<file path="src/rtl/face_detect_div_26s_16ns_10s_seq.sv">
// Sequential restoring divider: signed 26-bit dividend by unsigned 16-bit
// divisor, one quotient bit per cycle, signed 10-bit saturated quotient.
//
// Handshake rules: an operand pair is taken on a rising edge where
// in_valid & in_ready & ce; a result is released on a rising edge where
// out_valid & out_ready & ce. in_ready is high only in IDLE, and out_valid
// is high only in DONE. Both are decoded from the state register alone.
module face_detect_div_26s_16ns_10s_seq #(
    parameter int unsigned ID         = 32'd1,
    parameter int unsigned NUM_STAGE  = 32'd28,
    parameter int unsigned din0_WIDTH = 32'd26,
    parameter int unsigned din1_WIDTH = 32'd16,
    parameter int unsigned dout_WIDTH = 32'd10
) (
    input  logic                  clk,
    input  logic                  reset,
    input  logic                  ce,
    input  logic                  in_valid,
    output logic                  in_ready,
    input  logic [din0_WIDTH-1:0] din0,
    input  logic [din1_WIDTH-1:0] din1,
    output logic                  out_valid,
    input  logic                  out_ready,
    output logic [dout_WIDTH-1:0] dout,
    output logic [din1_WIDTH:0]   rem,
    output logic                  sat,
    output logic                  dbz
);

    localparam int W0 = din0_WIDTH;
    localparam int W1 = din1_WIDTH;
    localparam int DW = dout_WIDTH;
    localparam int RW = din1_WIDTH + 1;
    localparam int CW = $clog2(din0_WIDTH);

    localparam logic [CW-1:0] CNT_INIT = CW'(W0 - 1);
    // Largest quotient magnitudes representable without clamping.
    localparam logic [W0-1:0] QMAX_POS = W0'((1 << (DW - 1)) - 1);
    localparam logic [W0-1:0] QMAX_NEG = W0'(1 << (DW - 1));
    localparam logic [DW-1:0] DOUT_MAX = {1'b0, {(DW-1){1'b1}}};
    localparam logic [DW-1:0] DOUT_MIN = {1'b1, {(DW-1){1'b0}}};

    typedef enum logic [1:0] {IDLE, CALC, FIN, DONE} state_t;

    state_t          state;
    logic [CW-1:0]   cnt;
    logic [RW-1:0]   prem;      // partial remainder
    logic [W0-1:0]   mag;       // dividend magnitude, becomes the quotient
    logic [W1-1:0]   dvs;       // latched divisor
    logic            neg;       // dividend sign
    logic            dbz_i;     // zero divisor seen at accept

    logic [W0-1:0]   din0_mag;
    logic [RW-1:0]   sh;
    logic [RW-1:0]   diff;
    logic            ge;
    logic            sat_hi;
    logic            sat_lo;
    logic [DW-1:0]   q_signed;
    logic [RW-1:0]   rem_signed;
    logic            unused_params;

    // ID and NUM_STAGE only matter to the HLS scheduler.
    assign unused_params = ^{ID, NUM_STAGE};

    assign in_ready  = (state == IDLE);
    assign out_valid = (state == DONE);

    // Datapath for one restoring step and for the final sign/saturation fix-up.
    always_comb begin
        din0_mag   = din0[W0-1] ? (W0'(0) - din0) : din0;
        sh         = {prem[RW-2:0], mag[W0-1]};
        ge         = (sh >= {1'b0, dvs});
        diff       = sh - {1'b0, dvs};
        sat_hi     = !neg && (mag > QMAX_POS);
        sat_lo     = neg && (mag > QMAX_NEG);
        q_signed   = neg ? (DW'(0) - mag[DW-1:0]) : mag[DW-1:0];
        rem_signed = neg ? (RW'(0) - prem) : prem;
    end

    // Control FSM plus datapath and output registers, all gated by ce.
    always_ff @(posedge clk) begin
        if (reset) begin
            state <= IDLE;
            cnt   <= '0;
            prem  <= '0;
            mag   <= '0;
            dvs   <= '0;
            neg   <= 1'b0;
            dbz_i <= 1'b0;
            dout  <= '0;
            rem   <= '0;
            sat   <= 1'b0;
            dbz   <= 1'b0;
        end else if (ce) begin
            case (state)
                IDLE: begin
                    if (in_valid) begin
                        mag   <= din0_mag;
                        dvs   <= din1;
                        neg   <= din0[W0-1];
                        prem  <= '0;
                        cnt   <= CNT_INIT;
                        dbz_i <= (din1 == '0);
                        state <= (din1 == '0) ? FIN : CALC;
                    end
                end
                CALC: begin
                    prem <= ge ? diff : sh;
                    mag  <= {mag[W0-2:0], ge};
                    if (cnt == '0) begin
                        state <= FIN;
                    end else begin
                        cnt <= cnt - 1'b1;
                    end
                end
                FIN: begin
                    if (dbz_i) begin
                        dout <= neg ? DOUT_MIN : DOUT_MAX;
                        rem  <= '0;
                        sat  <= 1'b0;
                        dbz  <= 1'b1;
                    end else begin
                        dout <= sat_hi ? DOUT_MAX : (sat_lo ? DOUT_MIN : q_signed);
                        rem  <= rem_signed;
                        sat  <= sat_hi | sat_lo;
                        dbz  <= 1'b0;
                    end
                    state <= DONE;
                end
                DONE: begin
                    if (out_ready) begin
                        state <= IDLE;
                    end
                end
                default: state <= IDLE;
            endcase
        end
    end

endmodule

</file>
<file path="config.mk">
export PLATFORM = sky130hd
export DESIGN_NAME = face_detect_div_26s_16ns_10s_seq
export DESIGN_NICKNAME = d
export VERILOG_FILES = /design/src/rtl/face_detect_div_26s_16ns_10s_seq.sv
export SDC_FILE = /design/constraint.sdc
export NUM_CORES = 1
export LEC_CHECK = 0
export CORE_MARGIN = 3
export CORE_UTILIZATION = 54
export DETAILED_ROUTE_END_ITERATION = 7
export PLACE_DENSITY = 0.78
export SYNTH_ARGS = -nofsm -noshare
export SYNTH_HDL_FRONTEND = slang
export SYNTH_SLANG_ARGS = --single-unit
</file>
<file path="constraint.sdc">
create_clock -name clk -period 4.7 [get_ports clk]
set_input_delay 0.94 -clock clk [delete_from_list [all_inputs] [get_ports clk]]
set_output_delay 0.94 -clock clk [all_outputs]
set_load 0.01 [all_outputs]
</file>
# ---- After elaboration in Yosys (flattened, before gate mapping)
# Cells that the tools add are included.
dict set report totals {
  ff_bits 97
  in_bits 47
  out_inout_bits 31
  word_cells 62
}
dict set report classes {
  n_addsub 5
  n_lt_le_gt_ge 3
  eq_ne 7
  muxes 23
  n_bitwise 1
  reduce_logical 12
}
# op count
set ops {}
lappend ops {{$mux 17} 4}
lappend ops {{$mux 26} 2}
lappend ops {{$pmux 26 s2} 1}
lappend ops {{$mux 10} 5}
lappend ops {{$pmux 17 s2} 1}
lappend ops {{$gt 26x10->1 const B} 1}
lappend ops {{$gt 26x9->1 const B} 1}
lappend ops {{$sub 1x26->26 const A} 1}
lappend ops {{$ge 17x16->1} 1}
lappend ops {{$sub 1x17->17 const A} 1}
lappend ops {{$sub 17x16->17} 1}
lappend ops {{$logic_not 16->1} 1}
lappend ops {{$mux 5} 2}
lappend ops {{$pmux 5 s2} 1}
lappend ops {{$sub 1x10->10 const A} 1}
lappend ops {{$mux 2} 4}
lappend ops {{$pmux 2 s4} 1}
lappend ops {{$reduce_and 4->1} 2}
lappend ops {{$ne 2x2->1 const B} 3}
lappend ops {{$reduce_and 3->1} 2}
lappend ops {{$logic_not 5->1} 1}
lappend ops {{$sub 5x1->5 const B} 1}
lappend ops {{$eq 2x2->1 const B} 2}
lappend ops {{$eq 2x1->1 const B} 1}
lappend ops {{8 further kinds} 10}

# ---- Logic depth before layout (Yosys ltp)
dict set report logic_depth {
  word_depth 5
  depth_mapped 10
  depth_no_buf 10
}

# ---- Worst setup path after synthesis
# No wires, ideal clock.
dict set report synth_path {
  kind {input to register}
  startpoint {in din0[4]}
  endpoint {reg mag[16]}
  setup_ns 0.114
  t_arrival_ns 2.890
  t_required_ns 4.586
  setup_slack_ns 1.696
  stages 7
  n_path_buf 2
  cell_sequence {or3_1 clkbuf_1 or4b_1 buf_2 o41ai_1 xor2_1 a2111oi_0}
}
dict set report synth_between {
  elab_chain_len 4
}
# item line
set synth_lines {}
lappend synth_lines {{start, declared} 20} ;# input logic [din0_WIDTH-1:0] din0,
lappend synth_lines {{$sub 1x26->26} 71} ;# din0_mag = din0[W0-1] ? (W0'(0) - din0) : din0;
lappend synth_lines {{$mux 26} 71}
lappend synth_lines {{$mux 26} 98} ;# if (in_valid) begin
lappend synth_lines {{$pmux 26 s2} 96} ;# case (state)
lappend synth_lines {{end signal, assigned} 99} ;# mag <= din0_mag;
lappend synth_lines {{end signal, assigned} 110} ;# mag <= {mag[W0-2:0], ge};
lappend synth_lines {{end, declared} 48} ;# logic [W0-1:0] mag;
# No other way between the ends. The select of a mux whose other input is x is not followed.
# A chain may end at the register's enable or synchronous reset.

# ---- Worst setup path in the final report
dict set report layout_path {
  startpoint {in din0[8]}
  endpoint {reg mag[18]}
}
# The elaborated chain is that of the path after synthesis.

==> impl_metrics.py <==
metrics = {
    "global_routing": {
        "grt.total_usage": 0.258,
        "grt_max_degree": 73,
        "grt_pass1_wl_um": 27500,
        "grt_pass1_vias": 5712,
        "grt_overflow": 0,
        "antenna_found_initial": 0,
    },
    "critical_path": {
        "arrival_ns": 3.56,
        "crit_required_ns": 4.92,
        "crit_path_start_kind": "primary input",
        "cpMaxStageDelayCell": "or4b_1",
        "crit_chain": "clkdlybuf4s50_1 > or4_4 > or4b_1 > o41ai_2 > xor2_1 > a2111oi_0",
        "crit_fanout": 7,
        "critical_path.n_buffers_inverters": 1,
        "timing_worst_setup_path_type": "in2reg",
        "cp-end-kind": "flop",
        "max_stage_delay_ns": 0.66,
        "crit_family": "simple AND/OR/NAND/NOR gates",
    },
    "clock_network": {
        "cts_max_level": 3,
        "clk_latency_ns": 0.35,
        "post_cts_resize_count": 0,
        "root_buffer": "clkbuf_16",
        "cts-buffers-inserted": 9,
        "cts_sinks": 97,
        "postCtsSetupBuffers": 0,
        "clockBufferDepth": 2,
        "cts-hold-fix-buffers": 0,
        "cts_tree": "built",
        "clk_pin_slew_worst_paths_ns": 0.07,
    },
    "final_layout": {
        "post-route-util": 0.658,
        "syn_to_final_growth_pct": 17.4,
        "nets": 912,
        "antenna_cells": 0,
        "register_area_um2": 1940,
        "fillers": 925,
        "drive_gt1_frac": 0.0451,
        "design_area_um2": 7230,
        "multi_input_area_um2": 3880,
        "layoutNonFillerInstCount": 983,
    },
    "synth": {
        "synth-seq-cells": 97,
        "synth_ff_type": "dfxtp_1",
        "avgSynthCellArea_um2": 7.72,
        "synth_fp_nets": 871,
        "synth_edf_count": 0,
        "yosys-top-cells-area": "dfxtp_1, nand2_1, ha_1",
        "yosys.area.top_type": "dfxtp_1",
        "synth_warnings": 0,
        "synth_top_area_frac": 0.315,
        "yosysMostFrequentCell": "nand2_1",
        "synth_cell_types": 63,
        "syn_inst": 798,
        "async_flop_share": 0,
        "synth_area_um2": 6160,
        "yosys-top-cells-count": "nand2_1, dfxtp_1, a21oi_1",
        "ys_seq_area_frac": 0.315,
    },
    "power_and_ir_drop": {
        "power_frac_seq": 0.385,
        "clkPwrFrac": 0.310,
        "power.leakage_nw": 2.58,
        "switching_power_uw": 814,
        "peakVddDrop_mv": 0.277,
        "p_total_mw": 2.40,
        "combPwrFrac": 0.305,
        "internal_power_mw": 1.58,
        "powerDensity_nw_per_um2": 331,
        "swShare": 0.340,
    },
    "sta": {
        "rsz0062_at_grt": "false",
        "setup_viol": 0,
        "tightest_slew_ns": 1.26,
        "fin_crit_sh": 0.711,
        "slew_headroom": 0.156,
        "fin_tns_setup_ns": 0,
        "fin_worst_skew_ns": 0.00622,
        "fmax_mhz": 299,
        "post-route-min-period_ns": 3.34,
        "maxSlewViolCount": 0,
        "hold_violations": 0,
    },
    "floorplan": {
        "start_util": 0.561,
        "rows": 38,
        "die_area_um2": 12700,
        "core_um2": 11000,
        "io_pins": 78,
        "fp.dieH_um": 113,
        "dieWidth_um": 113,
    },
    "drt": {
        "drt_wl_total_um": 16700,
        "drt_iter0_markers": 510,
        "routed-via-count": 6129,
        "ant_nets": 0,
        "first_pass_iters": 5,
        "vias_per_cell": 6.23,
        "drc": 0,
        "post_drt_wl_per_cell_um": 17.0,
    },
    "run_status": {
        "status": "complete, no violations",
    },
    "place": {
        "dp.cells": 968,
        "globalplace.congestion": 0.956,
        "io_buffer_count": 77,
        "place_area_um2": 6930,
        "place_hpwl_um": 12200,
    },
    "flow_run": {
        "drv_cap": 0,
    },
    "min_path": {
        "min_path_type": "reg2reg",
    },
}
power by group through the flow:
stage / logic [mW] / clock network (mW) / registers [mW]
5_1_grt: 0.798 / 0.782 / 0.927
2_1_floorplan: 0.516 / 0 / 0.924
3_5_place_dp: 0.713 / 0 / 0.938
3_3_place_gp: 0.690 / 0 / 0.935
6_report: 0.731 / 0.743 / 0.921
4_1_cts: 0.718 / 0.751 / 0.920
worst register-to-register path, cell delays in order (launching register included):
cell	delay, ns
dfxtp_1	0.42
ha_1	0.43
o21a_1	0.17
o31ai_1	0.13
a211o_1	0.35
a2111oi_4	0.96
or2_2	0.45
o311ai_0	0.18
cell families (layout without fill, tap and decap cells):
family          Yosys count  after routing  share of synthesized area
compound gates          240            240                      0.268
fa+ha+maj                26             26                     0.0540
buf+inv                  88            133                     0.0550
xor+xnor                 52             52                     0.0739
mux                       5              5                    0.00853
flops                    97             97                      0.315
simple gates            290            290                      0.226
sequential cells by signal, indices dropped and copies added, names as in the netlist:
name and flops:
mag 26, prem 17, rem 17, dvs 16
dout 10, cnt 5, state 2, dbz 1
dbz_i 1, neg 1, sat 1
layout by cell type (no fill, tap or decap), drive strengths merged, types with 15 or more instances in the layout:
master | netlist | final
ha | 25 | 25
clkdlybuf4s50 | 0 | 76
o211ai | 16 | 16
nor4 | 15 | 15
nor3 | 18 | 18
nor2 | 50 | 50
xor2 | 27 | 27
nand3 | 18 | 18
nand2b | 16 | 16
dfxtp | 97 | 97
a21oi | 62 | 62
or3 | 16 | 16
inv | 36 | 36
o21ai | 51 | 51
xnor2 | 25 | 25
o31ai | 19 | 19
nand2 | 113 | 113
worst paths after layout:
check	endpoint	startpoint	slack (ns)	cells past startpoint
setup / recovery	mag[18]	din0[8]	1.36	6
hold / removal	dvs[2]	dvs[2]	0.46	2
setup reg to reg	prem[1]	prem[2]	1.47	7
hold reg to reg	dvs[2]	dvs[2]	0.46	2
metrics by stage:
step / hold slack [ns] / worst slack (ns)
4_1_cts: 0.458 / 1.38
2_1_floorplan: 0.436 / 1.70
5_1_grt: 0.472 / 1.16
6_report: 0.457 / 1.36
3_3_place_gp: 0.442 / 1.10
3_5_place_dp: 0.448 / 1.01
final cells by class:
class | instances | share of cell area
multi-input combinational | 613 | 0.537
inverter | 36 | 0.0187
tap | 140 | 0.0242
clock inverter | 5 | 0.00779
clock buffer | 10 | 0.0331
sequential | 97 | 0.269
timing repair buffer | 82 | 0.111
layer usage:
metal / vias to the layer above / wire length, um / global-route usage
met5: - / 0 / 0
met3: 33 / 1170 / 0.0401
li1: 2980 / - / -
met1: 2861 / 7450 / 0.352
met4: 0 / 327 / 0.0881
met2: 255 / 7730 / 0.417
No activity file was read; power rests on OpenSTA's default activity.
